### src/rtl/apb_timer_if.sv
// rtl/apb_timer_if.sv - APB bus bundle between the bridge and the timer
// master drives: paddr, psel, penable, pwrite, pwdata
// slave drives:  prdata, pready, pslverr
interface apb_timer_if;
  logic [31:0] paddr;
  logic        psel;
  logic        penable;
  logic        pwrite;
  logic [31:0] pwdata;
  logic [31:0] prdata;
  logic        pready;
  logic        pslverr;

  modport master (
    output paddr, psel, penable, pwrite, pwdata,
    input  prdata, pready, pslverr
  );

  modport slave (
    input  paddr, psel, penable, pwrite, pwdata,
    output prdata, pready, pslverr
  );
endinterface

### src/rtl/apb_timer.sv
// rtl/apb_timer.sv - APB slave 32-bit timer with prescaler, compare match and level irq
// pclk      : block clock
// prstn     : asynchronous active-low reset
// apb       : APB slave port (paddr/psel/penable/pwrite/pwdata in, prdata/pready/pslverr out)
// timer_irq : level interrupt, registered MATCH & IRQ_EN
// Registers: 0x00 CTRL {IRQ_EN,PERIODIC,EN}, 0x04 PRESCALE, 0x08 LOAD, 0x0C COUNT, 0x10 STATUS (W1C MATCH)
module apb_timer #(
  parameter int ADDR_W = 12,
  parameter int PRE_W  = 16
) (
  input  logic       pclk,
  input  logic       prstn,
  apb_timer_if.slave apb,
  output logic       timer_irq
);

  typedef enum logic [1:0] {
    IDLE,
    SETUP,
    ACCESS
  } bus_state_t;

  localparam logic [ADDR_W-1:0] OFF_CTRL     = ADDR_W'(32'h00);
  localparam logic [ADDR_W-1:0] OFF_PRESCALE = ADDR_W'(32'h04);
  localparam logic [ADDR_W-1:0] OFF_LOAD     = ADDR_W'(32'h08);
  localparam logic [ADDR_W-1:0] OFF_COUNT    = ADDR_W'(32'h0C);
  localparam logic [ADDR_W-1:0] OFF_STATUS   = ADDR_W'(32'h10);

  // Bus side state
  bus_state_t  bus_state;
  logic [31:0] prdata_q;

  // Timer registers
  logic             ctrl_en;
  logic             ctrl_periodic;
  logic             ctrl_irq_en;
  logic [PRE_W-1:0] prescale;
  logic [PRE_W-1:0] pre_cnt;
  logic [31:0]      load;
  logic [31:0]      count;
  logic             match;
  logic             irq_q;

  // Decode
  logic [ADDR_W-1:0] offset;
  logic              sel_ctrl;
  logic              sel_prescale;
  logic              sel_load;
  logic              sel_count;
  logic              sel_status;
  logic              addr_valid;
  logic              setup_phase;
  logic              access_phase;
  logic              wr_commit;
  logic              wr_ctrl;
  logic              wr_prescale;
  logic              wr_load;
  logic              wr_count;
  logic              wr_status;
  logic [31:0]       rd_mux;
  logic              unused_addr_hi;

  // Counter control
  logic tick;
  logic at_load;
  logic hit;
  logic en_rise;

  // Only the low ADDR_W bits are decoded; psel already selected this slave.
  assign offset         = apb.paddr[ADDR_W-1:0];
  assign unused_addr_hi = ^apb.paddr[31:ADDR_W];

  // Every legal offset is word aligned, so an exact match also rejects paddr[1:0] != 0.
  assign sel_ctrl     = (offset == OFF_CTRL);
  assign sel_prescale = (offset == OFF_PRESCALE);
  assign sel_load     = (offset == OFF_LOAD);
  assign sel_count    = (offset == OFF_COUNT);
  assign sel_status   = (offset == OFF_STATUS);
  assign addr_valid   = sel_ctrl | sel_prescale | sel_load | sel_count | sel_status;

  assign setup_phase  = apb.psel & ~apb.penable;
  assign access_phase = apb.psel &  apb.penable;

  // Zero wait states: pready/pslverr follow the access phase directly.
  assign apb.pready  = access_phase;
  assign apb.pslverr = access_phase & ~addr_valid;
  assign apb.prdata  = prdata_q;

  // A write only commits when its access phase follows a registered SETUP, so a
  // transfer cut short by reset cannot complete on the first edge after release.
  assign wr_commit   = access_phase & apb.pwrite & addr_valid & (bus_state == SETUP);
  assign wr_ctrl     = wr_commit & sel_ctrl;
  assign wr_prescale = wr_commit & sel_prescale;
  assign wr_load     = wr_commit & sel_load;
  assign wr_count    = wr_commit & sel_count;
  assign wr_status   = wr_commit & sel_status;

  always_comb begin
    rd_mux = '0;
    if (sel_ctrl) begin
      rd_mux = {29'd0, ctrl_irq_en, ctrl_periodic, ctrl_en};
    end else if (sel_prescale) begin
      rd_mux = 32'(prescale);
    end else if (sel_load) begin
      rd_mux = load;
    end else if (sel_count) begin
      rd_mux = count;
    end else if (sel_status) begin
      rd_mux = {31'd0, match};
    end
  end

  // Bus FSM. bus_state holds the phase seen in the cycle that just ended;
  // read data is captured at the end of SETUP and held through ACCESS.
  always_ff @(posedge pclk or negedge prstn) begin
    if (!prstn) begin
      bus_state <= IDLE;
      prdata_q  <= '0;
    end else begin
      if (setup_phase) begin
        bus_state <= SETUP;
        prdata_q  <= apb.pwrite ? 32'd0 : rd_mux;
      end else if (access_phase) begin
        bus_state <= ACCESS;
      end else begin
        bus_state <= IDLE;
      end
    end
  end

  assign tick    = ctrl_en & (pre_cnt == prescale);
  assign at_load = (count == load);
  assign hit     = tick & at_load;
  assign en_rise = wr_ctrl & apb.pwdata[0] & ~ctrl_en;

  always_ff @(posedge pclk or negedge prstn) begin
    if (!prstn) begin
      ctrl_en       <= 1'b0;
      ctrl_periodic <= 1'b0;
      ctrl_irq_en   <= 1'b0;
      prescale      <= '0;
      pre_cnt       <= '0;
      load          <= '0;
      count         <= '0;
      match         <= 1'b0;
      irq_q         <= 1'b0;
    end else begin
      // Prescaler restarts on any write that redefines the count phase.
      if (wr_count || wr_prescale || en_rise) begin
        pre_cnt <= '0;
      end else if (ctrl_en) begin
        pre_cnt <= tick ? '0 : pre_cnt + PRE_W'(1);
      end

      // A bus write to COUNT beats a same-cycle tick.
      if (wr_count) begin
        count <= apb.pwdata;
      end else if (tick) begin
        if (!at_load) begin
          count <= count + 32'd1;
        end else if (ctrl_periodic) begin
          count <= '0;
        end
      end

      // A bus CTRL write beats the one-shot hardware EN clear.
      if (wr_ctrl) begin
        ctrl_en       <= apb.pwdata[0];
        ctrl_periodic <= apb.pwdata[1];
        ctrl_irq_en   <= apb.pwdata[2];
      end else if (hit && !ctrl_periodic) begin
        ctrl_en <= 1'b0;
      end

      if (wr_prescale) begin
        prescale <= apb.pwdata[PRE_W-1:0];
      end

      if (wr_load) begin
        load <= apb.pwdata;
      end

      // Hardware set beats a same-cycle W1C clear.
      if (hit) begin
        match <= 1'b1;
      end else if (wr_status && apb.pwdata[0]) begin
        match <= 1'b0;
      end

      irq_q <= match & ctrl_irq_en;
    end
  end

  assign timer_irq = irq_q;

endmodule

### src/flat_wrapper.sv
// flat-port wrapper written by rule: the top's interface ports become plain ports
module apb_timer_flat 
#(
  parameter int ADDR_W = 12,
  parameter int PRE_W  = 16
)
  (pclk, prstn, timer_irq, apb_paddr, apb_psel, apb_penable, apb_pwrite, apb_pwdata, apb_prdata, apb_pready, apb_pslverr);
  apb_timer_if apb_i ();
  input  logic pclk;
  input  logic prstn;
  output logic timer_irq;
  input wire logic [$bits(apb_i.paddr)-1:0] apb_paddr;
  input wire logic [$bits(apb_i.psel)-1:0] apb_psel;
  input wire logic [$bits(apb_i.penable)-1:0] apb_penable;
  input wire logic [$bits(apb_i.pwrite)-1:0] apb_pwrite;
  input wire logic [$bits(apb_i.pwdata)-1:0] apb_pwdata;
  output wire logic [$bits(apb_i.prdata)-1:0] apb_prdata;
  output wire logic [$bits(apb_i.pready)-1:0] apb_pready;
  output wire logic [$bits(apb_i.pslverr)-1:0] apb_pslverr;
  assign apb_i.paddr = apb_paddr;
  assign apb_i.psel = apb_psel;
  assign apb_i.penable = apb_penable;
  assign apb_i.pwrite = apb_pwrite;
  assign apb_i.pwdata = apb_pwdata;
  assign apb_prdata = apb_i.prdata;
  assign apb_pready = apb_i.pready;
  assign apb_pslverr = apb_i.pslverr;
  apb_timer #(.ADDR_W(ADDR_W), .PRE_W(PRE_W)) u_core (.pclk(pclk), .prstn(prstn), .apb(apb_i), .timer_irq(timer_irq));
endmodule
### config.mk
export PLATFORM = sky130hd
export DESIGN_NAME = apb_timer_flat
export DESIGN_NICKNAME = d
export VERILOG_FILES = /design/src/rtl/apb_timer_if.sv /design/src/rtl/apb_timer.sv /design/src/flat_wrapper.sv
export SDC_FILE = /design/constraint.sdc
export NUM_CORES = 1
export LEC_CHECK = 0
export ABC_CLOCK_PERIOD_IN_PS = 3000
export CORE_ASPECT_RATIO = 0.75
export CORE_MARGIN = 3
export CORE_UTILIZATION = 35
export DETAILED_ROUTE_END_ITERATION = 6
export PLACE_DENSITY = 0.52
export SETUP_SLACK_MARGIN = 0.5
export SYNTH_ARGS = -nofsm -noshare
export SYNTH_HDL_FRONTEND = slang
export SYNTH_SLANG_ARGS = --single-unit
### constraint.sdc
create_clock -name pclk -period 3 [get_ports pclk]
set_input_delay 0.6 -clock pclk [delete_from_list [all_inputs] [get_ports pclk]]
set_output_delay 0.6 -clock pclk [all_outputs]
set_load 0.05 [all_outputs]
==> results of run 1 <==
[worst max path at each step]
stage	endpoint	from	slack, ps	cells past startpoint
after floorplan	u_core.count[28]	apb_paddr[5]	470	6
after global placement	u_core.count[26]	apb_paddr[5]	-120	9
after detailed placement	u_core.count[26]	apb_paddr[5]	-130	9
after CTS	u_core.count[20]	apb_paddr[9]	410	9
after global routing	apb_pslverr	apb_paddr[2]	420	7
final	apb_pslverr	apb_paddr[5]	440	7
[state kept, by name, indices dropped and copies added (netlist names)]
signal and cells:
u_core.count 32, u_core.ctrl_periodic 1, u_core.match 1, u_core.apb.prdata 32
u_core.pre_cnt 16, u_core.timer_irq 1, u_core.ctrl_irq_en 1, u_core.bus_state 2
u_core.ctrl_en 1, u_core.load 32, u_core.prescale 16
[worst max-delay path: cells and delay by family]
| family | cells | cell delay (ps) |
|---|---|---|
| AND/OR/NAND/NOR | 3 | 890 |
| buffers and inverters | 4 | 470 |
[power groups by stage]
| stage | clock network [W] | logic (W) | registers (W) |
|---|---|---|---|
| 6_report | 0.00189 | 0.000194 | 0.00182 |
| 3_3_place_gp | 0 | 0.000194 | 0.00186 |
| 3_5_place_dp | 0 | 0.000196 | 0.00186 |
| 4_1_cts | 0.00192 | 0.000196 | 0.00182 |
| 5_1_grt | 0.00201 | 0.000212 | 0.00182 |
| 2_1_floorplan | 0 | 0.0000433 | 0.00186 |
[Yosys cell counts, types with 2 or more instances]
master	n	share of area
dfrtp_1	135	0.47
nand2_1	90	0.047
nor2_1	62	0.032
o21ai_0	57	0.039
xor2_1	49	0.059
mux2_2	48	0.075
a21oi_1	29	0.020
clkbuf_1	27	0.014
nand3_1	23	0.016
a22oi_1	21	0.022
nor4_1	20	0.017
inv_1	17	0.0088
and3_1	15	0.013
mux2i_1	15	0.021
xnor2_1	14	0.017
nand4_1	10	0.0087
buf_2	9	0.0062
nor3_1	8	0.0055
a32oi_1	6	0.0073
and2_1	6	0.0052
o21ai_1	6	0.0042
or4_1	6	0.0062
and4_1	5	0.0061
nand2b_1	4	0.0035
o211ai_1	4	0.0042
o21a_1	4	0.0042
a22o_1	3	0.0036
a31oi_1	3	0.0026
buf_1	3	0.0016
buf_4	3	0.0031
buf_6	3	0.0047
o311ai_0	3	0.0036
o311ai_1	3	0.0036
or3_1	3	0.0026
ha_1	2	0.0035
mux4_2	2	0.0062
nand4b_1	2	0.0024
nor4b_1	2	0.0024
o31a_1	2	0.0024
[cell type report]
class                           instances  area [µm²]  area share
Sequential cell                       135        3380       0.356
Clock inverter                         13        83.8     0.00881
Timing Repair Buffer                  148        1480       0.155
Tap cell                              253         317      0.0333
Multi-Input combinational cell        547        3750       0.395
Clock buffer                           18         439      0.0461
Inverter                               17        63.8     0.00671
[per-stage QoR]
step                      setup WS (ps)  instance area, µm²  total power, W  hold WS (ps)  setup TNS, ps
after detailed placement           -133                8650         0.00205           473          -1290
after global routing                417                9520         0.00404           203              0
after CTS                           406                9300         0.00394           203              0
final                               441                9520         0.00391           172              0
after floorplan                     468                7300         0.00190           304              0
after global placement             -116                8650         0.00205           463           -668
[routing by layer]
| layer | GRT usage | vias up | share of wire |
|---|---|---|---|
| met4 | 0.0432 | 0 | 0.0084 |
| met3 | 0.0436 | 12 | 0.060 |
| li1 | - | 2905 | - |
| met2 | 0.293 | 227 | 0.42 |
| met1 | 0.318 | 3091 | 0.51 |
| met5 | 0 | - | 0 |
[logic make-up (layout without fill, tap and decap cells)]
kind of cell / Yosys count / after routing / synth area share
adders and majority gates: 2 / 2 / 0.00346
and+or+nand+nor: 268 / 268 / 0.184
muxes: 66 / 66 / 0.103
xor gates and xnor gates: 63 / 63 / 0.0763
DFF: 135 / 135 / 0.467
buffers and inverters: 62 / 196 / 0.0384
AOI/OAI and AO/OA: 148 / 148 / 0.127
[cell usage in the layout, fill, tap and decap left out, types with 6 or more instances in the layout]
master / synthesis / final
a21oi_1: 29 / 28
a22oi_1: 21 / 20
a32oi_1: 6 / 6
and3_1: 15 / 14
buf_12: 0 / 8
buf_4: 3 / 47
buf_6: 3 / 14
clkbuf_16: 0 / 18
clkdlybuf4s50_1: 0 / 73
clkinv_2: 0 / 7
dfrtp_1: 135 / 131
inv_1: 17 / 17
mux2_2: 48 / 48
mux2i_1: 15 / 15
nand2_1: 90 / 90
nand3_1: 23 / 22
nand4_1: 10 / 10
nor2_1: 62 / 59
nor3_1: 8 / 7
nor4_1: 20 / 13
nor4_2: 0 / 7
o21ai_0: 57 / 45
o21ai_1: 6 / 12
o21ai_2: 0 / 6
o311ai_1: 3 / 6
or4_1: 6 / 6
xnor2_1: 14 / 12
xor2_1: 49 / 49
[timing repair]
item / in CTS / in global routing
pin swaps: 10 / 20
endpoints found under the hold margin: 0 / 0
endpoints found under the setup margin: 81 / 34
resized for setup: 37 / 38
gates cloned: 1 / 1
setup buffers: 8 / 7
==> key figures, run 1 <==
Logic synthesis
  • Avg Cell Area, Syn: 9.72 µm²
  • Post-synthesis register bit count: 135
  • Ys Warns: 0
  • Post-Syn Area: 0.00723 mm²
  • Async S/R FF share, synth: 1.00
  • EDFF count, synth: 0
  • Post-synthesis sequential area ratio: 0.467
  • Synth unique cells: 59
  • Ys flop type: dfrtp_1
  • Syn_nets: 815
  • Synth Instances: 744

Critical path
  • Worst path slowest cell: or4_4
  • CP cell instances: buf_6 > or4_4 > nand4b_4 > buf_6 > buf_6 > and2_4 > buf_12
  • Crit-path max FO: 2
  • R2r worst-path depth: 8
  • Reg-to-reg endpoint: u_core.count[20]
  • Crit path launch type: input port
  • Slowest stage delay, CP: 540 ps
  • Reg2reg start: u_core.count[12]
  • Worst Path Required: 2400 ps
  • Reg2reg setup slack: 580 ps
  • Crit Path Class: input port to output pin
  • Arr. time, crit path: 1960 ps
  • Worst Setup End Kind: output pin
  • Cell mode on critical path: buf_6

STA
  • Setup Skew: 11.9 ps
  • Max Clk Rate: 0.391 GHz
  • Minimum clock period: 2560 ps
  • Slew @ Worst Pin: 654 ps
  • RSZ-0062 raised after global routing: yes
  • Setup violations, final: 0
  • Worst slew margin: 0.564
  • Fin crit share: 0.853
  • Final slew viol count: 0
  • Final hold viol count: 0

Global routing
  • Residual overflow from global routing: 0
  • Largest net degree at the start of global routing: 63
  • Number of global-route vias before repair: 6123
  • First-pass GRT wire length: 35.2 mm
  • Total track usage: 0.205
  • Initial antenna violation count: 0

Floorplan
  • Core area: 0.0198 mm²
  • Initial core utilization: 0.365
  • DIE AREA: 0.0224 mm²
  • # IOs: 104
  • Die Y: 130 µm
  • DIE WIDTH: 172 µm
  • Rows: 44

Routing
  • First-pass DRT Iterations: 6
  • Number of remaining DRC errors: 0
  • Initial DRC count: 521
  • Via count: 6235
  • Vias/cell: 5.51
  • DR WL/cell: 19.9 µm
  • Post-detailed-routing wire length: 22.5 mm
  • Antenna-violating nets left: 0

Finish
  • Ant diodes: 0
  • Fin cells: 1131
  • Final Util: 0.480
  • NumNets Final: 937
  • Total of fill cells in the finished design: 1841
  • Fraction of layout cells with a size suffix above 1: 0.223
  • Layout Area Growth over Synthesis: 31.6%

Clock tree
  • CTS Hold Bufs: 0
  • CTS HTree Levels: 4
  • Clock Tree Buf Depth: 2
  • Worst-path clk slew: 60 ps
  • CTS tree: yes
  • Num Clock Sinks: 135
  • Root Buffer: clkbuf_16
  • Num CTS Buffers: 17
  • Worst-Skew Late Latency: 420 ps

Pwr
  • Switching power: 0.000936 W
  • Logic pwr share: 0.050
  • Cell internal pwr: 0.00297 W
  • Reg power frac: 0.467
  • Leak: 4.46 nW
  • Pwr dens: 411 mW/mm²
  • Sw frac: 0.240
  • Max VDD drop: 0.325 mV
  • Clk pwr share: 0.484

Placed design
  • PortBufs: 83
  • GP Congestion: 0.915
  • Dpl cells: 1083
  • Dpl hpwl: 16.4 mm

Flow run
  • Max Cap Violations: 0

Status
  • Status: finished, final reports clean

Worst hold path
  • Worst hold path type: input port to asynchronous set/reset pin
No activity file was read; power rests on OpenSTA's default activity.
==> run 2, diff against run 1 <==
Settings changed: RECOVER_POWER set to 25.
==> run 2 against run 1 <==
Net effect:
- the flow now finishes with violations (capacitance limit, slew limit)
- hold slack gained 310 ps
- clock-buffer cell count is the same
- sequential share of layout area is essentially flat
- clock skew is the same
- non-clock buffer count is the same
- critical path type unchanged
==> key figures, run 2 (same netlist as run 1, synthesis figures left out) <==
Routing
  • Vias/cell: 5.51
  • First-pass DRT Iterations: 6
  • DR WL/cell: 19.9 µm
  • Post-detailed-routing wire length: 22.5 mm
  • Number of remaining DRC errors: 0
  • Antenna-violating nets left: 0
  • Initial DRC count: 521
  • Via count: 6232

STA
  • RSZ-0062 raised after global routing: yes
  • Setup Skew: 11.9 ps
  • Final slew viol count: 62
  • Sum of negative setup slack: 0 ps
  • Max Clk Rate: 0.391 GHz
  • Slew @ Worst Pin: 1760 ps
  • Minimum clock period: 2560 ps
  • Final hold viol count: 0
  • Fin crit share: 0.853
  • Setup violations, final: 0
  • Worst slew margin: -0.170

Finish
  • Ant diodes: 0
  • Layout Area Growth over Synthesis: 31.5%
  • Register area: 0.00338 mm²
  • Design area: 0.00951 mm²
  • Fraction of layout cells with a size suffix above 1: 0.222
  • NumNets Final: 937
  • Multi-input gate area: 0.00375 mm²
  • Commonest non-fill, non-tap cell in the layout: dfrtp_1
  • Total of fill cells in the finished design: 1844
  • Most frequent cells in the layout: dfrtp_1, nand2_1, clkdlybuf4s50_1

Flow run
  • Max Cap Violations: 1

Global routing
  • Largest net degree at the start of global routing: 63
  • Total track usage: 0.205
  • Met3 Usage GRT: 0.0436
  • Number of global-route vias before repair: 6123
  • First-pass GRT wire length: 35.2 mm
  • Met2 usage: 0.293
  • Residual overflow from global routing: 0
  • Top Usage Layer GRT: met1
  • Met1 global-route usage: 0.318
  • Initial antenna violation count: 0

Placed design
  • PortBufs: 83
  • GP Congestion: 0.915
  • Dpl hpwl: 16.4 mm
  • Area after DPL: 0.00865 mm²

Worst hold path
  • Worst hold path type: register to register
  • Hold path depth: 2

Clock tree
  • Num Clock Sinks: 135
  • Num CTS Buffers: 17
  • Worst-Skew Late Latency: 420 ps
  • CTS HTree Levels: 4
  • Clock Tree Buf Depth: 2
  • Worst-path clk slew: 60 ps
  • Root Buffer: clkbuf_16
  • CTS tree: yes

Floorplan
  • Die Y: 130 µm
  • Rows: 44
  • Initial core utilization: 0.365
  • Core area: 0.0198 mm²
  • DIE AREA: 0.0224 mm²
  • # IOs: 104
  • DIE WIDTH: 172 µm

Critical path
  • Crit path launch type: input port
  • Arr. time, crit path: 1960 ps
  • Crit-path max FO: 2
  • Crit Path Class: input port to output pin
  • R2r worst-path depth: 8
  • Worst Setup End Kind: output pin
  • Worst Path Required: 2400 ps

Status
  • Status: complete, but fails checks
  • Failing checks: capacitance limit, slew limit

Pwr
  • Leak: 4.45 nW
  • Cell internal pwr: 0.00297 W
  • Pwr dens: 411 mW/mm²
  • Switching power: 0.000936 W
  • Logic pwr share: 0.049
  • Clk pwr share: 0.484
  • Reg power frac: 0.467
  • Max VDD drop: 0.325 mV
  • Sw frac: 0.240
run 2: changes by cell type in the layout (fill, tap and decap cells not counted):
cell,before,now
and2_2,1,0
and2_0,0,2
buf_6,14,13
clkbuf_2,0,1
and2_1,4,3
run 2: per-stage QoR:
step / power, W / cells / setup WS, ps / hold WS (ps) / util
global route: 0.00404 / 1131 / 396 / 505 / 0.480
floorplan: 0.00190 / 744 / 468 / 304 / -
finish: 0.00391 / 1131 / 441 / 478 / 0.480
detailed placement: 0.00205 / 1083 / -133 / 473 / 0.437
global placement: 0.00205 / 1083 / -116 / 463 / 0.437
CTS: 0.00394 / 1123 / 406 / 203 / 0.469
run 2: area by class of cell:
| cell class | count | share of cell area |
|---|---|---|
| multi-input combinational | 547 | 0.395 |
| sequential | 135 | 0.356 |
| timing repair buffer | 148 | 0.154 |
| clock buffer | 18 | 0.0462 |
| tap | 253 | 0.0333 |
| clock inverter | 13 | 0.00882 |
| inverter | 17 | 0.00671 |
run 2: repair_timing:
| action | in CTS | in global routing |
|---|---|---|
| resized for setup | 37 | 38 |
| cloned | 1 | 1 |
| pin swaps | 10 | 20 |
| endpoints found under the setup margin | 81 | 34 |
| hold buffers | 0 | 0 |
| setup buffers | 8 | 7 |
run 2: path summary, 6_finish.rpt:
path / start / end / slack [ps]
max in group asynchronous: prstn / u_core.pre_cnt[14] / 1160
setup / recovery: apb_paddr[5] / apb_pslverr / 440
hold / removal: u_core.apb.prdata[23] / u_core.apb.prdata[23] / 480
setup reg to reg: u_core.count[12] / u_core.count[20] / 580
min in group asynchronous: prstn / u_core.bus_state[1] / 630
hold reg to reg: u_core.apb.prdata[23] / u_core.apb.prdata[23] / 480
run 2: critical path, stage by stage:
cell	delay, ps
buf_6	90
or4_4	540
nand4b_4	200
buf_6	140
buf_6	100
and2_4	150
buf_12	140
run 2: metal layers:
layer	share of wire	vias to the layer above
met2	0.42	227
met4	0.0084	0
li1	-	2905
met5	0	-
met1	0.51	3088
met3	0.061	12
run 2: power groups by stage:
stage / Combinational, W / Clock, W / Sequential (W)
floorplan: 0.0000433 / 0 / 0.00186
global placement: 0.000194 / 0 / 0.00186
detailed placement: 0.000196 / 0 / 0.00186
CTS: 0.000196 / 0.00192 / 0.00182
global route: 0.000211 / 0.00201 / 0.00182
finish: 0.000193 / 0.00189 / 0.00182
==> run 3, diff against run 2 <==
Settings changed: ABC_AREA set to 0.
==> results of run 3 <==
No change in the layout: final DEF, timing and power equal those of run 2.
